## config.mk

```make
export PLATFORM = sky130hd
export DESIGN_NAME = register_file_param
export DESIGN_NICKNAME = d
export VERILOG_FILES = /design/src/rtl/register_file_param.sv
export SDC_FILE = /design/constraint.sdc
export NUM_CORES = 1
export LEC_CHECK = 0
export CAP_MARGIN = 20
export CORE_UTILIZATION = 56
export DETAILED_ROUTE_END_ITERATION = 10
export DONT_BUFFER_PORTS = 1
export PLACE_DENSITY = 0.72
export SYNTH_ARGS = -nofsm -noshare
export SYNTH_HDL_FRONTEND = slang
export SYNTH_SLANG_ARGS = --single-unit
```

## constraint.sdc

```tcl
create_clock -name clk -period 1.7 [get_ports clk]
set_input_delay 0.34 -clock clk [delete_from_list [all_inputs] [get_ports clk]]
set_output_delay 0.34 -clock clk [all_outputs]
set_load 0.01 [all_outputs]
```

## src/rtl/register_file_param.sv

```systemverilog
// Parametrised register file: two combinational read ports, one synchronous
// write port, optional zero register / write bypass, and a bulk-clear sweep.
module register_file_param #(
    parameter int DATA_W   = 16,
    parameter int ADDR_W   = 4,
    parameter int ZERO_REG = 0,
    parameter int BYPASS   = 0
) (
    input  logic              clk,
    input  logic              rst,
    input  logic              we,
    input  logic [ADDR_W-1:0] A1,
    input  logic [ADDR_W-1:0] A2,
    input  logic [ADDR_W-1:0] A3,
    input  logic [DATA_W-1:0] wd,
    input  logic              clr_req,
    output logic [DATA_W-1:0] rd1,
    output logic [DATA_W-1:0] rd2,
    output logic              busy,
    output logic              clr_done,
    output logic              wr_drop
);

    localparam int DEPTH = 1 << ADDR_W;

    typedef enum logic {IDLE, CLEAR} state_t;

    state_t            state, state_nxt;
    logic [ADDR_W-1:0] idx, idx_nxt;
    logic              clr_done_nxt;
    logic [DATA_W-1:0] regs [DEPTH];
    logic              wr_en;
    logic              byp1, byp2;
    logic              zero1, zero2;

    assign busy  = (state == CLEAR);
    // Writes to the hardwired zero register vanish without raising wr_drop.
    assign wr_en = we && !busy && !((ZERO_REG != 0) && (A3 == '0));

    assign zero1 = (ZERO_REG != 0) && (A1 == '0);
    assign zero2 = (ZERO_REG != 0) && (A2 == '0);
    assign byp1  = (BYPASS != 0) && wr_en && (A1 == A3);
    assign byp2  = (BYPASS != 0) && wr_en && (A2 == A3);

    assign rd1 = byp1 ? wd : (zero1 ? '0 : regs[A1]);
    assign rd2 = byp2 ? wd : (zero2 ? '0 : regs[A2]);

    always_comb begin
        state_nxt    = state;
        idx_nxt      = idx;
        clr_done_nxt = 1'b0;
        case (state)
            IDLE: begin
                if (clr_req) begin
                    state_nxt = CLEAR;
                    idx_nxt   = '0;
                end
            end
            CLEAR: begin
                idx_nxt = idx + ADDR_W'(1);
                if (idx == ADDR_W'(DEPTH - 1)) begin
                    state_nxt    = IDLE;
                    clr_done_nxt = 1'b1;
                end
            end
            default: begin
                state_nxt = IDLE;
                idx_nxt   = '0;
            end
        endcase
    end

    always_ff @(posedge clk or negedge rst) begin
        if (!rst) begin
            state    <= IDLE;
            idx      <= '0;
            clr_done <= 1'b0;
            wr_drop  <= 1'b0;
            for (int i = 0; i < DEPTH; i++) begin
                regs[i] <= '0;
            end
        end else begin
            state    <= state_nxt;
            idx      <= idx_nxt;
            clr_done <= clr_done_nxt;
            wr_drop  <= we && busy;
            // The sweep owns the write port while busy; ordinary writes are dropped.
            if (busy) begin
                regs[idx] <= '0;
            end else if (wr_en) begin
                regs[A3] <= wd;
            end
        end
    end

endmodule

```

Yosys cells after proc, flatten, opt, wreduce, memory -nomap -nowiden
Index checks and enable logic that the tools add are counted.
W data, S select, Z words.

storage, ports and cells
  output and inout port bits = 35
  input port bits = 32
  register bits after elaboration = 263
  logic and storage cells = 62

operators by class
  bitwise gates (word level) = 7
  equality and inequality tests = 2
  add/sub/neg operators = 1
  reduce and logical (&&, ||, !) cells = 6
  multiplexer cells = 20
  order comparisons = 6

operators with widths
  kind                   number
  $mux W256              2
  $and A256 B256 Y256    1
  $bwmux W256            1
  $not A256 Y256         1
  $bmux W16 S4           2
  $demux W16 S4          2
  $mux W16               6
  $ge A5 B5 Y1 const B   4
  $not A4 Y5             4
  $lt A5 B1 Y1 const B   2
  $pmux W4 S2            1
  $add A4 B1 Y4 const B  1
  $eq A4 B4 Y1 const B   1
  $logic_and A1 B1 Y1    4
  $mux W1                4
  $mux W4                1
  $ne A2 B2 Y1 const B   1
  $pmux W1 S2            1
  $reduce_bool A2 Y1     1
  $logic_not A1 Y1       1
  $not A1 Y1             1

Longest topological paths before layout
  word-level depth = 8
  depth in mapped cells = 7
  depth with buffers taken out = 5

Worst setup path before layout
OpenSTA, ideal clock, no wires.

  path type = input -> output
  start point = in A1[1]
  end point = out rd1[11]
  buffers on the path = 3
  stages = 6
  data required time = 1360 ps
  path slack = -126 ps
  arrival = 1486 ps
  cells stage by stage = buf_4 > buf_6 > buf_2 > mux4_2 > a22oi_1 > nand2_1

between the ends
  cells in the longest elaborated chain, start to end = 4

ends and longest elaborated chain
  element                                       line  RTL
  from (decl)                                   12    input logic [ADDR_W-1:0] A1,
  $not A4 Y5 (not written as such)              45    assign rd1 = byp1 ? wd : (zero1 ? '0 : regs[A1]);
  $bmux W16 S4                                  45
  $mux W16 (not written as such) (2 in series)  45
  to (decl)                                     17    output logic [DATA_W-1:0] rd1,

No other way between the ends. The select of a mux whose other input is x is not followed.

Worst setup path after layout
  start point = reg regs[118] (netlist name)
  end point = out rd2[6]

between the ends
  cells in the longest elaborated chain, start to end = 3

ends and longest elaborated chain
  element                                       line  RTL
  from (decl)                                   31    logic [DATA_W-1:0] regs [DEPTH];
  from (signal, indexed assignment)             91    regs[A3] <= wd;
  $bmux W16 S4                                  46    assign rd2 = byp2 ? wd : (zero2 ? '0 : regs[A2]);
  $mux W16 (not written as such) (2 in series)  46
  to (decl)                                     18    output logic [DATA_W-1:0] rd2,

No other way between the ends. The select of a mux whose other input is x is not followed.

==> flow_metrics.env <==
export IMPL_finalMaxSlewViolations=0
export IMPL_clock_skew_ps=19.6
export IMPL_routed_via_density=7.50
export IMPL_die_w_microns=164
export IMPL_overflow=0
export IMPL_htree_levels=1
export IMPL_drive_gt1_share_pct=31.1
export IMPL_numClockSinks=263
export IMPL_clk_pin_slew_ps=60
export IMPL_synth_nets=1272
export IMPL_layout_cells_non_filler=1609
export IMPL_crit_chain="mux4_2 -> a22oi_2 -> nand2_2"
export IMPL_hold_class="primary input to asynchronous set/reset pin"
export IMPL_initial_core_util_pct=57.6
export IMPL_dr_pass1_iters=5
export IMPL_grt_pass1_vias=12194
export IMPL_grt_first_pass_wirelength_mm=74.7
export IMPL_placementRows=58
export IMPL_p_leak_nw=7.14
export IMPL_die_h_microns=164
export IMPL_syn_area_per_cell_sq_um=11.9
export IMPL_routed_wl_mm=48.7
export IMPL_clk_latency_ps=580
export IMPL_ant_nets=0
export IMPL_worst_setup_path_end_kind="primary output"
export IMPL_cts_tree="done"
export IMPL_synth_top_area_share_pct=45.0
export IMPL_critPathTopFamily="multiplexers"
export IMPL_critPathMaxFanout=3
export IMPL_max_clock_path_buffers=3
export IMPL_final_setup_tns_ps=-14900
export IMPL_cp_required_ps=1360
export IMPL_crit_buf_inv=0
export IMPL_area_growth_syn_to_layout_pct=16.1
export IMPL_period_share_pct=133
export IMPL_status="finished, violations left"
export IMPL_numCtsBuffers=29
export IMPL_grt_start_max_net_pins=264
export IMPL_rr_endpoint="regs[83]$_DFFE_PN0P_"
export IMPL_reg2reg_from="busy$_DFF_PN0_"
export IMPL_ys_ff_latch=263
export IMPL_p_total_mw=23.3
export IMPL_routabilityCongestion=0.859
export IMPL_ir_worst_vdd_mv=1.30
export IMPL_synth_edf_count=0
export IMPL_grt_setup_unrepaired="true"
export IMPL_async_reset_ff_share_pct=100
export IMPL_drc=0
export IMPL_cts_hold_buf=21
export IMPL_max_cap_viol_count=0
export IMPL_whs_ps=-536
export IMPL_synth_area_top_cells="dfrtp_1, mux4_2, a22o_1"
export IMPL_place_inst=1509
export IMPL_fin_crit_ps=2260
export IMPL_violations="hold timing, setup timing"
export IMPL_dr_first_iter_drc_count=1751
export IMPL_dpl_cell_area_sq_um=15200
export IMPL_synth_seq_area_share_pct=45.0
export IMPL_crit_type="flip-flop to primary output"
export IMPL_root_buffer="clkbuf_16"
export IMPL_track_usage_pct=37.6
export IMPL_dieArea_sq_um=26800
export IMPL_finalSetupViolations=42
export IMPL_design_area_sq_um=17000
export IMPL_crit_slowest_cell="mux4_2"
export IMPL_antenna_found_initial=6
export IMPL_postSynthCellCount=1234
export IMPL_relSlewSlack_pct=43.9
export IMPL_yosysTopAreaCell="dfrtp_1"
export IMPL_final_hold_viol_count=263
export IMPL_final_setup_worst_slack_ps=-563
export IMPL_core_area_sq_um=25400
export IMPL_fmax_mhz=442
export IMPL_num_vias=12069
export IMPL_wl_per_cell_microns=30.3
export IMPL_ys_types=47
export IMPL_slowest_delay_ps=480
export IMPL_cp_start_kind="flip-flop"
export IMPL_synth_warnings=0
export IMPL_ys_flop_type="dfrtp_1"
export IMPL_rr_worst_depth=5
export IMPL_power_density_nw_per_um2=1370
export IMPL_arrival_ps=1920
export IMPL_hpwlAfterDp_mm=28.2
export IMPL_port_buffers=0
export IMPL_ioPinCount=67
export IMPL_r2r_slack_ps=-30
export IMPL_worst_pin_slew_ps=838
export IMPL_nets=1292
export IMPL_synth_cell_area_sq_um=14600
cells in the final DEF (no fill, tap or decap), drive strengths merged:
master,instances
xor2,1
bufinv,1
diode,6
nand4,3
dlygate4sd3,21
a22o,112
ha,6
nand2,162
dfrtp,263
buf,106
and4,1
nor3b,1
a21oi,7
mux4,128
clkinv,5
a41o,1
a22oi,64
nand3,129
xnor2,1
nor2b,6
nand4b,4
nor4b,1
nor3,1
nor2,5
a21o,2
a2bb2oi,16
inv,4
clkbuf,44
and4b,5
nand4bb,2
o21ai,145
and2,20
nand2b,1
nor4bb,1
o31ai,1
and4bb,3
cell type report:
class                      instances  area, sq um
multi-input combinational        829         7560
inverter                           3         11.3
fill                            1832         8410
clock buffer                      43          828
tap                              330          413
antenna                            6         15.0
clock inverter                     7         75.1
timing repair buffer             128         1500
sequential                       263         6580
how the worst max path moves through the flow:
stage,from,end,slack [ps],cells after the start
floorplan,A1[0],rd1[10],-10,5
global placement,idx[0]$_DFFE_PN0P_,regs[25]$_DFFE_PN0P_,-50,5
finish,regs[118]$_DFFE_PN0P_,rd2[6],-560,3
global route,regs[70]$_DFFE_PN0P_,rd2[6],-600,3
CTS,regs[193]$_DFFE_PN0P_,rd2[1],-530,3
detailed placement,idx[0]$_DFFE_PN0P_,regs[84]$_DFFE_PN0P_,-110,5
synth_stat cells, drive strengths merged, types with 6 or more instances:
library cell  count
nand3           129
a2bb2oi          16
clkbuf           48
a22oi            64
and2             20
dfrtp           263
o21ai           145
mux4            128
ha                6
nor2b             6
a22o            112
buf              91
nand2           162
a21oi             7
per-layer routing:
| layer | wire length, microns | GRT usage (%) |
|---|---|---|
| met1 | 17600 | 50.4 |
| met2 | 22400 | 56.6 |
| met3 | 6490 | 10.8 |
| met4 | 2230 | 18.1 |
| met5 | 0 | 0 |
cell families (layout without fill, tap and decap cells):
group / after synthesis / in the layout / synth area share, %
other: 0 / 6 / 0
adder cells (fa/ha/maj): 6 / 6 / 0.513
buffers and inverters: 142 / 181 / 5.91
AO/OA/AOI/OAI: 348 / 348 / 17.0
flip-flops: 263 / 263 / 45.0
AND/OR/NAND/NOR: 345 / 345 / 11.5
multiplexers: 128 / 128 / 20.0
XOR/XNOR: 2 / 2 / 0.120
registers in the layout (all words and copies together), names as in the netlist:
signal / count
busy: 1
clr_done: 1
idx: 4
regs: 256
wr_drop: 1
per-stage QoR:
stage,setup slack [ps],util [%]
final,-563,66.9
after global routing,-598,66.9
after CTS,-526,66.2
after detailed placement,-113,59.9
after global placement,-48.9,59.9
after floorplan,-12.6,-
power by group:
part / internal (mW) / switching (mW)
clock: 3.51 / 2.62
combinational: 3.73 / 3.71
sequential: 8.18 / 1.58
what timing repair did:
item / 4_1_cts / 5_1_grt
gates cloned: 1 / 1
pin swaps: 36 / 13
gates resized for setup: 94 / 19
endpoints found under the hold margin: 521 / 263
endpoints found under the setup margin: 125 / 87
setup buffers: 12 / 9
(Power assumes the default switching activity.)
